[src/rtl/biss_master.sv]
// biss_master: BiSS-C style point-to-point master.
//
// A trigger in IDLE starts one frame. The master clock (biss_sck_o) runs
// until the slave acknowledges (data low) and sends its start bit (data
// high). The CDS bit is then skipped, BITS position bits are shifted in MSB
// first, followed by the nE/nW bits and an inverted 6-bit CRC. A matching
// CRC updates posn_o/nerr_o/nwarn_o with a one-cycle posn_valid_o strobe. A
// mismatch gives a crc_err_o strobe instead. After every frame, and after an
// ack/start timeout, the master holds the clock high until the slave has
// released the line (data high for two cycles).
//
// Ports:
//   clk_i         system clock, rising edge
//   reset_i       asynchronous active-low reset
//   BITS          position width, clamped to 1..48 at frame start
//   CLK_DIV       clk_i cycles per sck half period, minimum 2
//   trigger_i     single-cycle frame request
//   biss_dat_i    slave SLO line (asynchronous)
//   biss_sck_o    master MA clock, idles high
//   posn_o        last good position, right-aligned, zero-extended
//   posn_valid_o  one-cycle strobe when posn_o updates
//   nerr_o        slave nE bit captured with posn_o
//   nwarn_o       slave nW bit captured with posn_o
//   crc_err_o     one-cycle CRC mismatch strobe
//   ack_err_o     one-cycle ack/start timeout strobe
//   busy_o        high from accepted trigger until return to IDLE
module biss_master (
  input  logic        clk_i,
  input  logic        reset_i,
  input  logic [7:0]  BITS,
  input  logic [15:0] CLK_DIV,
  input  logic        trigger_i,
  input  logic        biss_dat_i,
  output logic        biss_sck_o,
  output logic [47:0] posn_o,
  output logic        posn_valid_o,
  output logic        nerr_o,
  output logic        nwarn_o,
  output logic        crc_err_o,
  output logic        ack_err_o,
  output logic        busy_o
);

  typedef enum logic [2:0] {
    S_IDLE    = 3'd0,
    S_ACK     = 3'd1,
    S_START   = 3'd2,
    S_CDS     = 3'd3,
    S_DATA    = 3'd4,
    S_ERRWARN = 3'd5,
    S_CRC     = 3'd6,
    S_TIMEOUT = 3'd7
  } state_t;

  // One serial step of the x^6 + x + 1 CRC (MSB first).
  function automatic logic [5:0] crc6_step(input logic [5:0] crc, input logic din);
    logic fb;
    fb = crc[5] ^ din;
    return {crc[4:0], 1'b0} ^ (fb ? 6'h03 : 6'h00);
  endfunction

  function automatic logic [5:0] clamp_bits(input logic [7:0] b);
    logic [5:0] r;
    if (b == 8'd0) begin
      r = 6'd1;
    end else if (b > 8'd48) begin
      r = 6'd48;
    end else begin
      r = b[5:0];
    end
    return r;
  endfunction

  function automatic logic [15:0] clamp_div(input logic [15:0] d);
    logic [15:0] r;
    if (d < 16'd2) begin
      r = 16'd2;
    end else begin
      r = d;
    end
    return r;
  endfunction

  state_t      state_q, state_d;
  logic        dat_meta_q, dat_sync_q;
  logic        sck_q, sck_d;
  logic [15:0] div_q, div_d;
  logic [15:0] div_cnt_q, div_cnt_d;
  logic [5:0]  bits_q, bits_d;
  logic [5:0]  bit_cnt_q, bit_cnt_d;
  logic [5:0]  per_cnt_q, per_cnt_d;
  logic        hi_q, hi_d;
  logic [47:0] shift_q, shift_d;
  logic [1:0]  ew_q, ew_d;
  logic [5:0]  crc_q, crc_d;
  logic [5:0]  rx_crc_q, rx_crc_d;
  logic        check_q, check_d;
  logic [47:0] posn_q, posn_d;
  logic        nerr_q, nerr_d;
  logic        nwarn_q, nwarn_d;
  logic        valid_q, valid_d;
  logic        crc_err_q, crc_err_d;
  logic        ack_err_q, ack_err_d;
  logic        busy_q, busy_d;

  logic        running_s;
  logic        half_done_s;
  logic        rise_s;

  // Two-flop synchroniser for the asynchronous slave data line.
  always_ff @(posedge clk_i or negedge reset_i) begin
    if (!reset_i) begin
      dat_meta_q <= 1'b0;
      dat_sync_q <= 1'b0;
    end else begin
      dat_meta_q <= biss_dat_i;
      dat_sync_q <= dat_meta_q;
    end
  end

  assign running_s   = (state_q != S_IDLE) && (state_q != S_TIMEOUT);
  assign half_done_s = (div_cnt_q == (div_q - 16'd1));
  // The bit is sampled on the same edge that drives sck high.
  assign rise_s      = running_s && !sck_q && half_done_s;

  // Next-state, clock divider, shifter and CRC logic.
  always_comb begin
    state_d   = state_q;
    sck_d     = sck_q;
    div_d     = div_q;
    div_cnt_d = div_cnt_q;
    bits_d    = bits_q;
    bit_cnt_d = bit_cnt_q;
    per_cnt_d = per_cnt_q;
    hi_d      = hi_q;
    shift_d   = shift_q;
    ew_d      = ew_q;
    crc_d     = crc_q;
    rx_crc_d  = rx_crc_q;
    check_d   = 1'b0;
    posn_d    = posn_q;
    nerr_d    = nerr_q;
    nwarn_d   = nwarn_q;
    valid_d   = 1'b0;
    crc_err_d = 1'b0;
    ack_err_d = 1'b0;

    if (running_s) begin
      if (half_done_s) begin
        div_cnt_d = 16'd0;
        sck_d     = ~sck_q;
      end else begin
        div_cnt_d = div_cnt_q + 16'd1;
      end
    end else begin
      div_cnt_d = 16'd0;
      sck_d     = 1'b1;
    end

    case (state_q)
      S_IDLE: begin
        if (trigger_i && dat_sync_q) begin
          state_d   = S_ACK;
          sck_d     = 1'b0;
          div_cnt_d = 16'd0;
          div_d     = clamp_div(CLK_DIV);
          bits_d    = clamp_bits(BITS);
          bit_cnt_d = 6'd0;
          per_cnt_d = 6'd0;
          shift_d   = 48'd0;
          ew_d      = 2'b00;
          crc_d     = 6'd0;
          rx_crc_d  = 6'd0;
        end else begin
          state_d = S_IDLE;
        end
      end
      S_ACK: begin
        if (rise_s) begin
          if (!dat_sync_q) begin
            state_d   = S_START;
            per_cnt_d = 6'd0;
          end else if (per_cnt_q == 6'd63) begin
            ack_err_d = 1'b1;
            state_d   = S_TIMEOUT;
            hi_d      = 1'b0;
          end else begin
            per_cnt_d = per_cnt_q + 6'd1;
          end
        end else begin
          state_d = S_ACK;
        end
      end
      S_START: begin
        if (rise_s) begin
          if (dat_sync_q) begin
            state_d = S_CDS;
          end else if (per_cnt_q == 6'd63) begin
            ack_err_d = 1'b1;
            state_d   = S_TIMEOUT;
            hi_d      = 1'b0;
          end else begin
            per_cnt_d = per_cnt_q + 6'd1;
          end
        end else begin
          state_d = S_START;
        end
      end
      S_CDS: begin
        if (rise_s) begin
          state_d   = S_DATA;
          bit_cnt_d = 6'd0;
        end else begin
          state_d = S_CDS;
        end
      end
      S_DATA: begin
        if (rise_s) begin
          shift_d = {shift_q[46:0], dat_sync_q};
          crc_d   = crc6_step(crc_q, dat_sync_q);
          if (bit_cnt_q == (bits_q - 6'd1)) begin
            state_d   = S_ERRWARN;
            bit_cnt_d = 6'd0;
          end else begin
            bit_cnt_d = bit_cnt_q + 6'd1;
          end
        end else begin
          state_d = S_DATA;
        end
      end
      S_ERRWARN: begin
        // ew_q[1] ends up holding nE, ew_q[0] holds nW.
        if (rise_s) begin
          ew_d  = {ew_q[0], dat_sync_q};
          crc_d = crc6_step(crc_q, dat_sync_q);
          if (bit_cnt_q == 6'd1) begin
            state_d   = S_CRC;
            bit_cnt_d = 6'd0;
          end else begin
            bit_cnt_d = bit_cnt_q + 6'd1;
          end
        end else begin
          state_d = S_ERRWARN;
        end
      end
      S_CRC: begin
        // The last CRC bit lands on an sck rising edge, so the clock is
        // already high when the frame moves on to wait for line release.
        if (rise_s) begin
          rx_crc_d = {rx_crc_q[4:0], dat_sync_q};
          if (bit_cnt_q == 6'd5) begin
            check_d = 1'b1;
            state_d = S_TIMEOUT;
            hi_d    = 1'b0;
          end else begin
            bit_cnt_d = bit_cnt_q + 6'd1;
          end
        end else begin
          state_d = S_CRC;
        end
      end
      S_TIMEOUT: begin
        if (dat_sync_q) begin
          if (hi_q) begin
            state_d = S_IDLE;
            hi_d    = 1'b0;
          end else begin
            hi_d = 1'b1;
          end
        end else begin
          hi_d = 1'b0;
        end
      end
      default: begin
        state_d = S_IDLE;
      end
    endcase

    // The slave sends its CRC inverted; compare one cycle after the last bit.
    if (check_q) begin
      if (crc_q == ~rx_crc_q) begin
        posn_d  = shift_q;
        nerr_d  = ew_q[1];
        nwarn_d = ew_q[0];
        valid_d = 1'b1;
      end else begin
        crc_err_d = 1'b1;
      end
    end else begin
      valid_d   = 1'b0;
      crc_err_d = 1'b0;
    end

    busy_d = (state_d != S_IDLE);
  end

  // State and datapath registers.
  always_ff @(posedge clk_i or negedge reset_i) begin
    if (!reset_i) begin
      state_q   <= S_IDLE;
      sck_q     <= 1'b1;
      div_q     <= 16'd2;
      div_cnt_q <= 16'd0;
      bits_q    <= 6'd1;
      bit_cnt_q <= 6'd0;
      per_cnt_q <= 6'd0;
      hi_q      <= 1'b0;
      shift_q   <= 48'd0;
      ew_q      <= 2'b11;
      crc_q     <= 6'd0;
      rx_crc_q  <= 6'd0;
      check_q   <= 1'b0;
      posn_q    <= 48'd0;
      nerr_q    <= 1'b1;
      nwarn_q   <= 1'b1;
      valid_q   <= 1'b0;
      crc_err_q <= 1'b0;
      ack_err_q <= 1'b0;
      busy_q    <= 1'b0;
    end else begin
      state_q   <= state_d;
      sck_q     <= sck_d;
      div_q     <= div_d;
      div_cnt_q <= div_cnt_d;
      bits_q    <= bits_d;
      bit_cnt_q <= bit_cnt_d;
      per_cnt_q <= per_cnt_d;
      hi_q      <= hi_d;
      shift_q   <= shift_d;
      ew_q      <= ew_d;
      crc_q     <= crc_d;
      rx_crc_q  <= rx_crc_d;
      check_q   <= check_d;
      posn_q    <= posn_d;
      nerr_q    <= nerr_d;
      nwarn_q   <= nwarn_d;
      valid_q   <= valid_d;
      crc_err_q <= crc_err_d;
      ack_err_q <= ack_err_d;
      busy_q    <= busy_d;
    end
  end

  assign biss_sck_o   = sck_q;
  assign posn_o       = posn_q;
  assign posn_valid_o = valid_q;
  assign nerr_o       = nerr_q;
  assign nwarn_o      = nwarn_q;
  assign crc_err_o    = crc_err_q;
  assign ack_err_o    = ack_err_q;
  assign busy_o       = busy_q;

endmodule

[config.mk]
export PLATFORM = sky130hd
export DESIGN_NAME = biss_master
export DESIGN_NICKNAME = d
export VERILOG_FILES = /design/src/rtl/biss_master.sv
export SDC_FILE = /design/constraint.sdc
export NUM_CORES = 1
export LEC_CHECK = 0
export ABC_AREA = 1
export ABC_CLOCK_PERIOD_IN_PS = 3200
export BUFFER_PORTS_ARGS = -buffer_cell sky130_fd_sc_hd__buf_2
export CORE_ASPECT_RATIO = 0.7
export CORE_MARGIN = 5
export CORE_UTILIZATION = 55
export CTS_CLUSTER_SIZE = 30
export DETAILED_ROUTE_END_ITERATION = 12
export GPL_TIMING_DRIVEN = 0
export PLACE_DENSITY = 0.75
export SLEW_MARGIN = 30
export SYNTH_ARGS = -nofsm -noshare
export SYNTH_HDL_FRONTEND = slang
export SYNTH_SLANG_ARGS = --single-unit
export TNS_END_PERCENT = 10
[constraint.sdc]
create_clock -name clk_i -period 3.2 [get_ports clk_i]
set_input_delay 0.64 -clock clk_i [delete_from_list [all_inputs] [get_ports clk_i]]
set_output_delay 0.64 -clock clk_i [all_outputs]
set_load 0.01 [all_outputs]
* After elaboration in Yosys (flattened, before gate mapping)
Cells that the tools add are included.
** Cells by class
- Add/subtract/negate cells :: 5
- Magnitude comparators :: 2
- Equal/unequal tests :: 26
- Mux-type cells :: 76
- Bitwise gates (word level) :: 4
- Reduce and logical (&&, ||, !) cells :: 26
** Operators with widths (number)
- 6-bit two-way mux :: 17
- 48-bit two-way mux :: 2
- 48-bit case mux with 2 select lines :: 1
- 16-bit two-way mux :: 5
- 3-bit two-way mux :: 14
- 6-bit case mux with 5 select lines :: 1
- 1-bit two-way mux :: 26
- 3-bit case mux with 8 select lines :: 1
- 6-bit case mux with 2 select lines :: 2
- 2-bit != test, second input constant :: 11
- 6-bit case mux with 3 select lines :: 1
- 16-bit by 1-bit adder with 16-bit output, second input constant :: 1
- 16-bit == test :: 1
- 16-bit by 2-bit less-than comparator with 1-bit output, second input constant :: 1
- 16-bit by 1-bit subtractor with 16-bit output, second input constant :: 1
- 7-bit AND reduction :: 2
- 6-bit by 1-bit adder with 6-bit output, second input constant :: 2
- 3-bit == test, second input constant :: 4
- 6-bit == test :: 2
- 3-bit AND reduction :: 4
- 3-bit nonzero test :: 3
- 8-bit by 6-bit greater-than comparator with 1-bit output, second input constant :: 1
- 8-bit logical NOT :: 1
- 2-bit nonzero test :: 4
- 24 further kinds :: 31
** Word-level totals
- Register bits :: 174
- Input port bits :: 28
- Logic and storage cells :: 161

* Longest topological paths before layout
- Depth after elaboration :: 7
- Gate-level depth with buffers :: 18
- Mapped depth without buffers :: 18

* Worst setup path after synthesis
Ideal clock, no wire load.
- Path type :: register to register
- Start point :: register div_q[0]
- End point :: register shift_q[27]
- Library setup time :: 0.126 ns
- Data arrival time :: 2.192 ns
- Required time :: 3.074 ns
- Path slack :: 0.882 ns
- Stages on the path, launching flop included :: 18
- Path buffers :: 2
- Path through :: dfrtp_1 inv_2 ha_1 nand3_4 nor2_4 nand2_1 nand2_1 nand2_1 nor2_1 nand2_1 nor2_2 nand2_2 nor2_8 nand2_4 nand2_2 buf_6 buf_6 o22ai_2
** On the way
- Word-level cells in the longest chain between the ends :: 5
** RTL lines
- start, declared :: line 87 : logic [15:0] div_q, div_d;
- start signal, assigned :: line 323 : div_q <= div_d;
- 16-bit by 1-bit subtractor with 16-bit output :: line 122 : assign half_done_s = (div_cnt_q == (div_q - 16'd1));
- 16-bit == test :: line 122
- 1-bit logical AND :: line 124 : assign rise_s = running_s && !sck_q && half_done_s;
- 2-bit != test (no source line)
- 3-bit AND reduction (no source line)
- end signal, assigned :: line 329 : shift_q <= shift_d;
- end, declared :: line 93 : logic [47:0] shift_q, shift_d;
No other way between the ends.
A chain may end at the register's enable or synchronous reset.

* Worst setup path in the final report
- Start point :: register div_q[0]
- End point :: register rx_crc_q[0]
** On the way
- Word-level cells in the longest chain between the ends :: 5
** RTL lines
- 16-bit by 1-bit subtractor with 16-bit output :: line 122
- 16-bit == test :: line 122
- 1-bit logical AND :: line 124
- 2-bit != test (no source line)
- 3-bit AND reduction (no source line)
- end signal, assigned :: line 332 : rx_crc_q <= rx_crc_d;
- end, declared :: line 96 : logic [5:0] rx_crc_q, rx_crc_d;
No other way between the ends.

==> flow_metrics.env <==
export IMPL_globalplace_congestion=0.950
export IMPL_grt_use_met2=0.323
export IMPL_path_cells="inv_2 -> ha_1 -> nand3_4 -> nor2_4 -> nand2_1 -> nand2_1 -> nand2_1 -> nor2_1 -> nand2_1 -> nor2_2 -> nand2_2 -> nor2_8 -> nand2_1 -> nand2_1 -> o22ai_1"
export IMPL_nNetsFinal=1124
export IMPL_grt_antenna_before_repair=0
export IMPL_skew_ns=0.0123
export IMPL_grt_busiest_layer="met1"
export IMPL_finalMaxSlewViolations=0
export IMPL_min_period_over_period=0.856
export IMPL_synth_area_leaders="dfrtp_1, nand2_1, inv_1"
export IMPL_critical_path_class="reg -> reg"
export IMPL_status="completed"
export IMPL_fp_dieW_microns=157
export IMPL_syn_area_sq_um=8340
export IMPL_cts_max_level=4
export IMPL_p_leak_nw=4.83
export IMPL_yosysUniqueCellTypes=42
export IMPL_end_kind="register"
export IMPL_die_area_sq_um=17800
export IMPL_finalPower_mw=7.19
export IMPL_arrival_ns=3.04
export IMPL_vdd_drop_max_mv=0.349
export IMPL_ys_seq_area_frac=0.523
export IMPL_rsz0062_at_grt="false"
export IMPL_ys_ff_latch=174
export IMPL_worstSkewPairLatency_ns=0.43
export IMPL_max_freq_ghz=0.365
export IMPL_path_clk_slew_ns=0.07
export IMPL_fin_area_sq_um=9690
export IMPL_grt_overflow_total=0
export IMPL_final_layout_size_suffix_gt1_frac=0.150
export IMPL_n_antenna_cell=0
export IMPL_post_route_drc_count=0
export IMPL_min_path_type="in -> async"
export IMPL_grt_met1_usage=0.360
export IMPL_yosys_warnings=0
export IMPL_hold_buffers=0
export IMPL_crit_start="div_q[0]"
export IMPL_ant_nets=0
export IMPL_fillCellCount=1214
export IMPL_initialDrtViolationCount=509
export IMPL_critical_path_top_delay_family="simple AND/OR/NAND/NOR gates"
export IMPL_p_per_area_nw_per_um2=742
export IMPL_r2r_start="div_q[0]"
export IMPL_use_met3=0.0493
export IMPL_place_hpwl_microns=14100
export IMPL_syn_nets=1021
export IMPL_netlist_area_leader_share=0.501
export IMPL_finalSetupViolCount=0
export IMPL_grt_pass1_vias=6611
export IMPL_ioPinCount=83
export IMPL_critPathBufInv=1
export IMPL_hold_viol_final=0
export IMPL_cts_inserted_buffers=17
export IMPL_io_buffers=82
export IMPL_holdWs_ns=0.0615
export IMPL_clockRootBuffer="clkbuf_16"
export IMPL_cp_start_kind="register"
export IMPL_avgSynthCellArea_sq_um=8.45
export IMPL_start_util=0.565
export IMPL_drt_total_wl_microns=19400
export IMPL_maxSlewHeadroom=0.357
export IMPL_grt_pass1_wl_microns=32600
export IMPL_min_period_ns=2.74
export IMPL_yosysTopAreaCell="dfrtp_1"
export IMPL_coreArea_sq_um=14800
export IMPL_maxCapViolations=0
export IMPL_tns_ns=0
export IMPL_clockBufferDepth=2
export IMPL_tritoncts="yes"
export IMPL_cp_max_fo=8
export IMPL_final_cell_mix="nand2_1, dfrtp_1, inv_1"
export IMPL_crit_path_frequent_cell="nand2_1"
export IMPL_grt_max_degree=83
export IMPL_syn_to_final_growth_pct=16.2
export IMPL_tightest_slew_ns=0.955
export IMPL_slowest_stage="dfrtp_1"
export IMPL_track_usage=0.229
export IMPL_synthCells=987
export IMPL_max_stage_delay_ns=0.41
export IMPL_dr_pass1_iters=5
export IMPL_cts_sinks=174
export IMPL_cts_setup_buffers=0
export IMPL_die_y_microns=113
export IMPL_vias_per_cell=5.35
export IMPL_cts_resized=0
export IMPL_required_ns=3.50
export IMPL_placed_area_sq_um=9060
export IMPL_final_common_cell="nand2_1"
export IMPL_rows=37
export IMPL_wl_per_cell_microns=15.0
export IMPL_vias=6942
[logic make-up after synthesis]
kind of cell	Yosys count	share of synthesized area
adders and majority gates	6	0.00900
and+or+nand+nor	433	0.225
buffers and inverters	169	0.0825
AOI/OAI and AO/OA	172	0.124
DFF	174	0.523
xor gates and xnor gates	33	0.0363
[report_power, final]
part / switching [mW] / leakage (nW) / internal [mW] / total [mW]
Sequential: 0.325 / 2.33 / 2.59 / 2.92
Clock: 0.935 / 0.300 / 1.26 / 2.20
Combinational: 1.33 / 2.19 / 0.743 / 2.07
[sequential cells by signal (all words and copies together) (netlist names), 2 cells and up]
| name | cells |
|---|---|
| shift_q | 48 |
| rx_crc_q | 6 |
| posn_o | 48 |
| bits_q | 6 |
| ew_q | 2 |
| crc_q | 6 |
| div_q | 16 |
| bit_cnt_q | 6 |
| per_cnt_q | 6 |
| state_q | 3 |
| div_cnt_q | 16 |
[layer usage]
metal / share of wire / vias up
met5: 0 / -
met4: 0.0096 / 0
met3: 0.080 / 16
met2: 0.42 / 220
met1: 0.49 / 3304
li1: - / 3402
[Yosys cell counts, drive strengths merged]
cell type / number
nor4: 6
o21ai: 83
dfrtp: 167
o31ai: 5
nand4: 10
nand2: 247
nor2: 93
dfstp: 7
clkbuf: 17
o2111ai: 1
a22oi: 2
ha: 6
a31oi: 2
o21a: 1
buf: 13
nor3b: 5
nand3b: 3
or2: 3
nor3: 13
xnor3: 1
o311ai: 1
o22ai: 58
and2: 1
a221oi: 1
nand3: 50
or4: 1
inv: 139
xor2: 18
xnor2: 14
and3: 1
a21oi: 18
[stage by stage]
stage / setup slack [ns] / cells / util
after floorplan: 0.882 / 987 / -
after global placement: -1.22 / 1264 / 0.609
after detailed placement: 0.565 / 1266 / 0.613
after CTS: 0.538 / 1298 / 0.656
after global routing: 0.230 / 1298 / 0.656
final: 0.462 / 1298 / 0.656
[path summary, 6_finish.rpt]
kind	end	slack (ns)	depth (start not counted)
max in group asynchronous	crc_q[0]	2.13	3
min in group clk_i	dat_meta_q	0.34	1
setup reg to reg	rx_crc_q[0]	0.46	15
hold reg to reg	dat_sync_q	0.36	0
hold / removal	div_cnt_q[8]	0.06	1
setup / recovery	rx_crc_q[0]	0.46	15
[cell type report]
type                    count  area [sq um]  share of cell area
repair buffers             84           475              0.0491
clock buffers              18           429              0.0443
flip-flops and latches    174          4360               0.450
clock inverters            14           199              0.0205
well taps                 195           244              0.0252
inverters                 139           522              0.0539
plain buffers              30           166              0.0172
multi-input cells         644          3290               0.340
Note: power is estimated with default switching activity, not from simulation.
